==> src/rtl/detector_pkg.sv <==
`default_nettype none
// ============================================================================
// Module      : detector_pkg
// Description : Shared types for the detect/report block: FSM state encoding,
//               the captured-record structure, the default round-counter
//               width and a small multi-hot helper used for tie detection.
// Revision    : 1.0 - initial release
// ============================================================================
package detector_pkg;

    // Default width of the round cycle counter.
    localparam int CNT_W_DEF = 16;

    // Storage width of the cycles field inside the record. The top level
    // only exposes the low CNT_W bits and refuses CNT_W above this value.
    localparam int REC_CYCLES_W = 32;

    typedef enum logic [1:0] {
        ST_IDLE   = 2'd0,
        ST_ARM    = 2'd1,
        ST_WAIT   = 2'd2,
        ST_REPORT = 2'd3
    } state_t;

    typedef struct packed {
        logic [2:0]              mask;
        logic [REC_CYCLES_W-1:0] cycles;
        logic                    tie;
        logic                    timeout;
    } rec_t;

    // True when two or more of the three detector bits are set.
    function automatic logic is_multi_hot3(input logic [2:0] m);
        return (m[0] & m[1]) | (m[0] & m[2]) | (m[1] & m[2]);
    endfunction

endpackage
`default_nettype wire

==> src/rtl/round_timer.sv <==
`default_nettype none
// ============================================================================
// Module      : round_timer
// Description : Round cycle counter. Synchronous clear has priority over
//               enable; hit flags that the count sits at TIMEOUT-1, i.e. the
//               current cycle is the last one before the round times out.
// Ports       : clk    - rising-edge clock
//               rst    - asynchronous active-low reset
//               clear  - zero the counter on the next edge
//               enable - increment the counter on the next edge
//               count  - current count value
//               hit    - count == TIMEOUT-1
// Revision    : 1.0 - initial release
// ============================================================================
module round_timer
    import detector_pkg::*;
#(
    parameter int CNT_W   = CNT_W_DEF,
    parameter int TIMEOUT = 1000
) (
    input  logic             clk,
    input  logic             rst,
    input  logic             clear,
    input  logic             enable,
    output logic [CNT_W-1:0] count,
    output logic             hit
);

    localparam logic [CNT_W-1:0] HIT_VAL = CNT_W'(TIMEOUT - 1);

    logic [CNT_W-1:0] count_q;
    logic [CNT_W-1:0] count_d;

    always_comb begin
        count_d = count_q;
        if (clear) begin
            count_d = '0;
        end else if (enable) begin
            count_d = count_q + CNT_W'(1);
        end
    end

    always_ff @(posedge clk or negedge rst) begin
        if (!rst) begin
            count_q <= '0;
        end else begin
            count_q <= count_d;
        end
    end

    assign count = count_q;
    assign hit   = (count_q == HIT_VAL);

endmodule
`default_nettype wire

==> src/rtl/detect_reporter.sv <==
`default_nettype none
// ============================================================================
// Module      : detect_reporter
// Description : Runs one detection round at a time. A start request holds
//               the detector in reset for ARM_CYCLES cycles, then releases
//               it and counts cycles until the detector reports a non-zero
//               mask or TIMEOUT cycles elapse. The outcome is published as a
//               valid/ready record; the detector stays released (and thus
//               locked on its result) until the record is accepted.
// Ports       : clk         - rising-edge clock
//               rst         - asynchronous active-low reset
//               start       - one-cycle round request (honoured in IDLE only)
//               abort       - cancel a round in ARM or WAIT
//               y_in[2:0]   - locked first-signal mask (bit0=a,1=b,2=c)
//               det_rst_n   - registered active-low detector reset
//               busy        - FSM is not IDLE
//               rec_valid   - record available
//               rec_ready   - consumer accepts the record
//               rec_mask    - captured winner mask
//               rec_cycles  - WAIT cycles elapsed before detection
//               rec_tie     - more than one bit set in rec_mask
//               rec_timeout - round ended without a detection
// Revision    : 1.0 - initial release
// ============================================================================
module detect_reporter
    import detector_pkg::*;
#(
    parameter int CNT_W      = CNT_W_DEF,
    parameter int TIMEOUT    = 1000,
    parameter int ARM_CYCLES = 2
) (
    input  logic             clk,
    input  logic             rst,
    input  logic             start,
    input  logic             abort,
    input  logic [2:0]       y_in,
    output logic             det_rst_n,
    output logic             busy,
    output logic             rec_valid,
    input  logic             rec_ready,
    output logic [2:0]       rec_mask,
    output logic [CNT_W-1:0] rec_cycles,
    output logic             rec_tie,
    output logic             rec_timeout
);

    // ------------------------------------------------------------------
    // Parameter legality
    // ------------------------------------------------------------------
    localparam longint TIMEOUT_MAX = (longint'(1) << CNT_W) - 1;

    if ((CNT_W < 1) || (CNT_W > REC_CYCLES_W)) begin : g_bad_cnt_w
        $error("detect_reporter: CNT_W out of range");
    end
    if ((TIMEOUT < 1) || (longint'(TIMEOUT) > TIMEOUT_MAX)) begin : g_bad_timeout
        $error("detect_reporter: TIMEOUT out of range");
    end
    if (ARM_CYCLES < 1) begin : g_bad_arm_cycles
        $error("detect_reporter: ARM_CYCLES must be at least 1");
    end

    // ARM counter runs 0..ARM_CYCLES-1.
    localparam int                      ARM_W       = (ARM_CYCLES > 1) ? $clog2(ARM_CYCLES) : 1;
    localparam logic [ARM_W-1:0]        ARM_LAST    = ARM_W'(ARM_CYCLES - 1);
    localparam logic [REC_CYCLES_W-1:0] TIMEOUT_VAL = REC_CYCLES_W'(TIMEOUT);

    // ------------------------------------------------------------------
    // State
    // ------------------------------------------------------------------
    state_t           state_q;
    state_t           state_d;
    logic [ARM_W-1:0] arm_cnt_q;
    logic [ARM_W-1:0] arm_cnt_d;
    rec_t             rec_q;
    rec_t             rec_d;
    logic             rec_valid_q;
    logic             rec_valid_d;
    logic             det_rst_n_q;
    logic             det_rst_n_d;

    logic             timer_clear;
    logic             timer_en;
    logic [CNT_W-1:0] timer_count;
    logic             timer_hit;

    round_timer #(
        .CNT_W   (CNT_W),
        .TIMEOUT (TIMEOUT)
    ) u_round_timer (
        .clk    (clk),
        .rst    (rst),
        .clear  (timer_clear),
        .enable (timer_en),
        .count  (timer_count),
        .hit    (timer_hit)
    );

    // ------------------------------------------------------------------
    // Next-state / datapath
    // ------------------------------------------------------------------
    always_comb begin
        state_d     = state_q;
        arm_cnt_d   = arm_cnt_q;
        rec_d       = rec_q;
        timer_clear = 1'b0;
        timer_en    = 1'b0;

        case (state_q)
            ST_IDLE: begin
                // start beats a simultaneous abort because abort means
                // nothing in IDLE.
                if (start) begin
                    state_d   = ST_ARM;
                    arm_cnt_d = '0;
                end
            end

            ST_ARM: begin
                if (abort) begin
                    state_d = ST_IDLE;
                end else if (arm_cnt_q == ARM_LAST) begin
                    state_d     = ST_WAIT;
                    timer_clear = 1'b1;
                end else begin
                    arm_cnt_d = arm_cnt_q + ARM_W'(1);
                end
            end

            ST_WAIT: begin
                timer_en = 1'b1;
                if (abort) begin
                    state_d = ST_IDLE;
                end else if (y_in != 3'b000) begin
                    // Detection is checked first so it wins over a
                    // coincident timeout.
                    rec_d.mask    = y_in;
                    rec_d.cycles  = REC_CYCLES_W'(timer_count);
                    rec_d.tie     = is_multi_hot3(y_in);
                    rec_d.timeout = 1'b0;
                    state_d       = ST_REPORT;
                end else if (timer_hit) begin
                    rec_d.mask    = 3'b000;
                    rec_d.cycles  = TIMEOUT_VAL;
                    rec_d.tie     = 1'b0;
                    rec_d.timeout = 1'b1;
                    state_d       = ST_REPORT;
                end
            end

            ST_REPORT: begin
                // Record fields are untouched here, so they hold steady
                // under backpressure.
                if (rec_valid_q && rec_ready) begin
                    state_d = ST_IDLE;
                end
            end

            default: begin
                state_d = ST_IDLE;
            end
        endcase

        // Both outputs are registered copies of the next-state decode so
        // they line up with the state register.
        rec_valid_d = (state_d == ST_REPORT);
        det_rst_n_d = (state_d == ST_WAIT) || (state_d == ST_REPORT);
    end

    always_ff @(posedge clk or negedge rst) begin
        if (!rst) begin
            state_q     <= ST_IDLE;
            arm_cnt_q   <= '0;
            rec_q       <= '0;
            rec_valid_q <= 1'b0;
            det_rst_n_q <= 1'b0;
        end else begin
            state_q     <= state_d;
            arm_cnt_q   <= arm_cnt_d;
            rec_q       <= rec_d;
            rec_valid_q <= rec_valid_d;
            det_rst_n_q <= det_rst_n_d;
        end
    end

    // Upper record bits beyond CNT_W are always zero and never exposed.
    if (CNT_W < REC_CYCLES_W) begin : g_rec_hi_unused
        logic unused_rec_hi;
        assign unused_rec_hi = ^rec_q.cycles[REC_CYCLES_W-1:CNT_W];
    end

    // ------------------------------------------------------------------
    // Outputs
    // ------------------------------------------------------------------
    assign det_rst_n   = det_rst_n_q;
    assign busy        = (state_q != ST_IDLE);
    assign rec_valid   = rec_valid_q;
    assign rec_mask    = rec_q.mask;
    assign rec_cycles  = rec_q.cycles[CNT_W-1:0];
    assign rec_tie     = rec_q.tie;
    assign rec_timeout = rec_q.timeout;

endmodule
`default_nettype wire

==> config.mk <==
export PLATFORM = sky130hd
export DESIGN_NAME = detect_reporter
export DESIGN_NICKNAME = d
export VERILOG_FILES = /design/src/rtl/detector_pkg.sv /design/src/rtl/round_timer.sv /design/src/rtl/detect_reporter.sv
export SDC_FILE = /design/constraint.sdc
export NUM_CORES = 1
export LEC_CHECK = 0
export CAP_MARGIN = 5
export CORE_ASPECT_RATIO = 0.9
export CORE_MARGIN = 2
export CORE_UTILIZATION = 45
export DETAILED_ROUTE_END_ITERATION = 10
export GPL_ROUTABILITY_DRIVEN = 0
export PLACE_DENSITY = 0.77
export SYNTH_ARGS = -nofsm -noshare
export SYNTH_HDL_FRONTEND = slang
export SYNTH_SLANG_ARGS = --single-unit
export TNS_END_PERCENT = 10
==> constraint.sdc <==
create_clock -name clk -period 1.9 [get_ports clk]
set_input_delay 0.38 -clock clk [delete_from_list [all_inputs] [get_ports clk]]
set_output_delay 0.38 -clock clk [all_outputs]
set_load 0.02 [all_outputs]
==> flow_summary.toml <==
[clock_network]
cts_root_buffer = "clkbuf_8"
clk_pin_slew_ns = 0.08
cts_tree = "done"
numCtsBuffers = 5
hold_buffers = 0
htreeDepth = 2
clock_latency_ns = 0.29
clk_path_buf_depth = 2
cts.sinks = 42

[global_route]
grt_first_pass_wirelength_um = 7438
grt_max_degree = 43
grt_antenna_before_repair = 0
track_usage_pct = 20.84
grt-ovfl-total = 0
grt_pass1_vias = 1511

[timing]
slew_viol_final = 0
clock_skew_ns = 0.007270
hold_violations = 0
fin_crit_sh_pct = 94.20
fmax_mhz = 558.7
setup_viol = 0
slew_headroom_pct = 65.38
worst_pin_slew_ns = 0.5193
timing.hold.ws_ns = 0.1500
period_minus_slack_ns = 1.790
setup_tns_ns = 0
grt_setup_unrepaired = "no"

[yosys]
synthesis.nets = 178
yosys-top-cells-count = "dfrtp_1 (42), a22o_1 (15), o21ai_0 (14)"
synth_warnings = 0
synth_area_per_cell_sq_um = 11.35
syn-cell-area_sq_um = 1918
synth_edf_count = 0
synth_cell_types = 43
yosys.area.top_type = "dfrtp_1"
synth.top_cell.area_share_pct = 54.79
async_reset_ff_share_pct = 100.0
synth.most_common_cell = "dfrtp_1"
yosysSeqAreaShare_pct = 54.79
ys_ff_latch = 42
ys.flop_type = "dfrtp_1"
syn_inst = 169
synthTopCellsByArea = "dfrtp_1 (55%), a22o_1 (6.8%), o21ai_0 (3.7%), nand3_1 (2.6%), nand2_1 (2.2%)"

[die]
core.rowCount = 22
fp.dieW_um = 72.82
boundaryPins = 32
design.core.area_sq_um = 4074
dieHeight_um = 65.94
initial_core_util_pct = 47.08
dieArea_sq_um = 4801

[placed_design]
dp_hpwl_um = 3181
io_buffers = 31
dpl_cell_area_sq_um = 2326

[setup_path]
crit_path_end_kind = "output pin"
critPathMaxFanout = 5
cp_slowest_cell = "dfrtp_1"
cp_cell_sequence = "or2_2 -> dlygate4sd2_1"
crit_buf_inv = 1
critPathRequiredTime_ns = 1.52
cp-start-kind = "register"
cp_top_family = "flip-flops"
worstPathArrival_ns = 1.41
critical_path_class = "register to output pin"
slowest_delay_ns = 0.45

[route]
drc = 0
wl_um = 4431
via_per_inst = 5.803
drt_iter0_markers = 108
wl_per_cell_um = 17.11
first_pass_iters = 4
detail-route-antenna-nets = 0
num_vias = 1503

[layout]
syn_to_final_growth_pct = 25.51
num_antenna_cells = 0
num-fill-cells = 347
final_area_sq_um = 2407
drive_above_1_share_pct = 14.69
utilization_pct = 59.09
num-nets-final = 221

[power_and_ir_drop]
p_per_area_nw_per_um2 = 1423
cellLeakagePower_uw = 0.001069
vdd_drop_max_uv = 627.0

[status]
status = "finished, final reports clean"

[flow_run]
maxCapViolCount = 0

[min_path]
hold_path_class = "primary input to asynchronous set/reset pin"
==> flip-flops by register name, indices dropped and copies added, names as in the netlist <==
name,count
rec_timeout,1
u_round_timer.count,16
rec_cycles,16
rec_tie,1
rec_mask,3
state_q,2
arm_cnt_q,1
rec_valid,1
det_rst_n,1
==> where the power goes <==
| part | total (uW) | internal [uW] | switching (uW) |
|---|---|---|---|
| Sequential | 1430 | 1180 | 250 |
| Clock | 559 | 280 | 279 |
| Combinational | 1430 | 726 | 708 |
| Total | 3430 | 2190 | 1240 |
==> cell families after synthesis <==
logic type	share of synthesized area, %
flip-flops	54.79
XOR/XNOR	1.370
multiplexers	1.044
AND/OR/NAND/NOR	16.51
AO/OA/AOI/OAI	21.46
buffers and inverters	3.653
adder cells (fa/ha/maj)	1.174
==> repair_timing <==
action,in CTS,in global routing
setup endpoints to repair,1,0
setup buffers,0,0
gates resized for setup,1,0
==> layer usage <==
metal  GRT usage, %  up-vias  routed length (um)
li1               -      718                   -
met5              0        -                   0
met1          28.32      741                2053
met3          4.878        8                 163
met2          31.25       36                2127
met4          10.19        0                  86
==> stage by stage <==
step	std cells	setup WS, ns	total power [uW]
after global routing	259	0.04881	3638
final	259	0.1101	3426
after global placement	253	-0.06082	2852
after CTS	259	0.1018	3462
after detailed placement	253	-0.1174	2897
after floorplan	169	0.3147	2228
==> cell usage in the layout, fill, tap and decap left out, types with 2 or more instances in the layout <==
master,netlist,layout
a22o_1,15,15
clkbuf_8,0,6
o21ai_0,14,14
mux2i_1,2,2
nand2_1,11,11
a21oi_1,5,5
dfrtp_1,42,42
a21o_2,2,2
nand4_1,6,6
o211ai_1,2,2
a2bb2oi_1,2,2
o31ai_1,4,4
or3_1,2,2
xor2_1,3,3
and4_1,2,2
clkdlybuf4s50_1,0,29
o22a_1,4,4
buf_4,2,13
o21a_1,2,2
and2_1,3,3
nand3_1,10,10
inv_1,4,4
nor2_1,7,7
==> cell type report <==
class                           count  area, sq um  area share, %
Sequential cell                    42         1051          43.66
Multi-Input combinational cell    115        797.0          33.11
Timing Repair Buffer               44        401.6          16.68
Clock buffer                        6        82.58          3.430
Tap cell                           48        60.06          2.495
Inverter                            4        15.01         0.6237
==> worst reg2reg max path: stages, from the launching register on <==
cell	delay, ns
dfrtp_1	0.42
nor4_1	0.41
nand3_1	0.20
o21a_2	0.35
a22o_1	0.27
==> worst paths after layout <==
check,start,cells past startpoint,endpoint,slack [ns]
max in group asynchronous,rst,2,u_round_timer.count[7],1.39
hold / removal,rst,2,det_rst_n,0.15
setup reg to reg,u_round_timer.count[11],4,rec_tie,0.16
hold reg to reg,rec_cycles[5],1,rec_cycles[5],0.50
setup / recovery,state_q[0],2,busy,0.11
min in group clk,rec_cycles[5],1,rec_cycles[5],0.50
No activity file was read; power rests on OpenSTA's default activity.
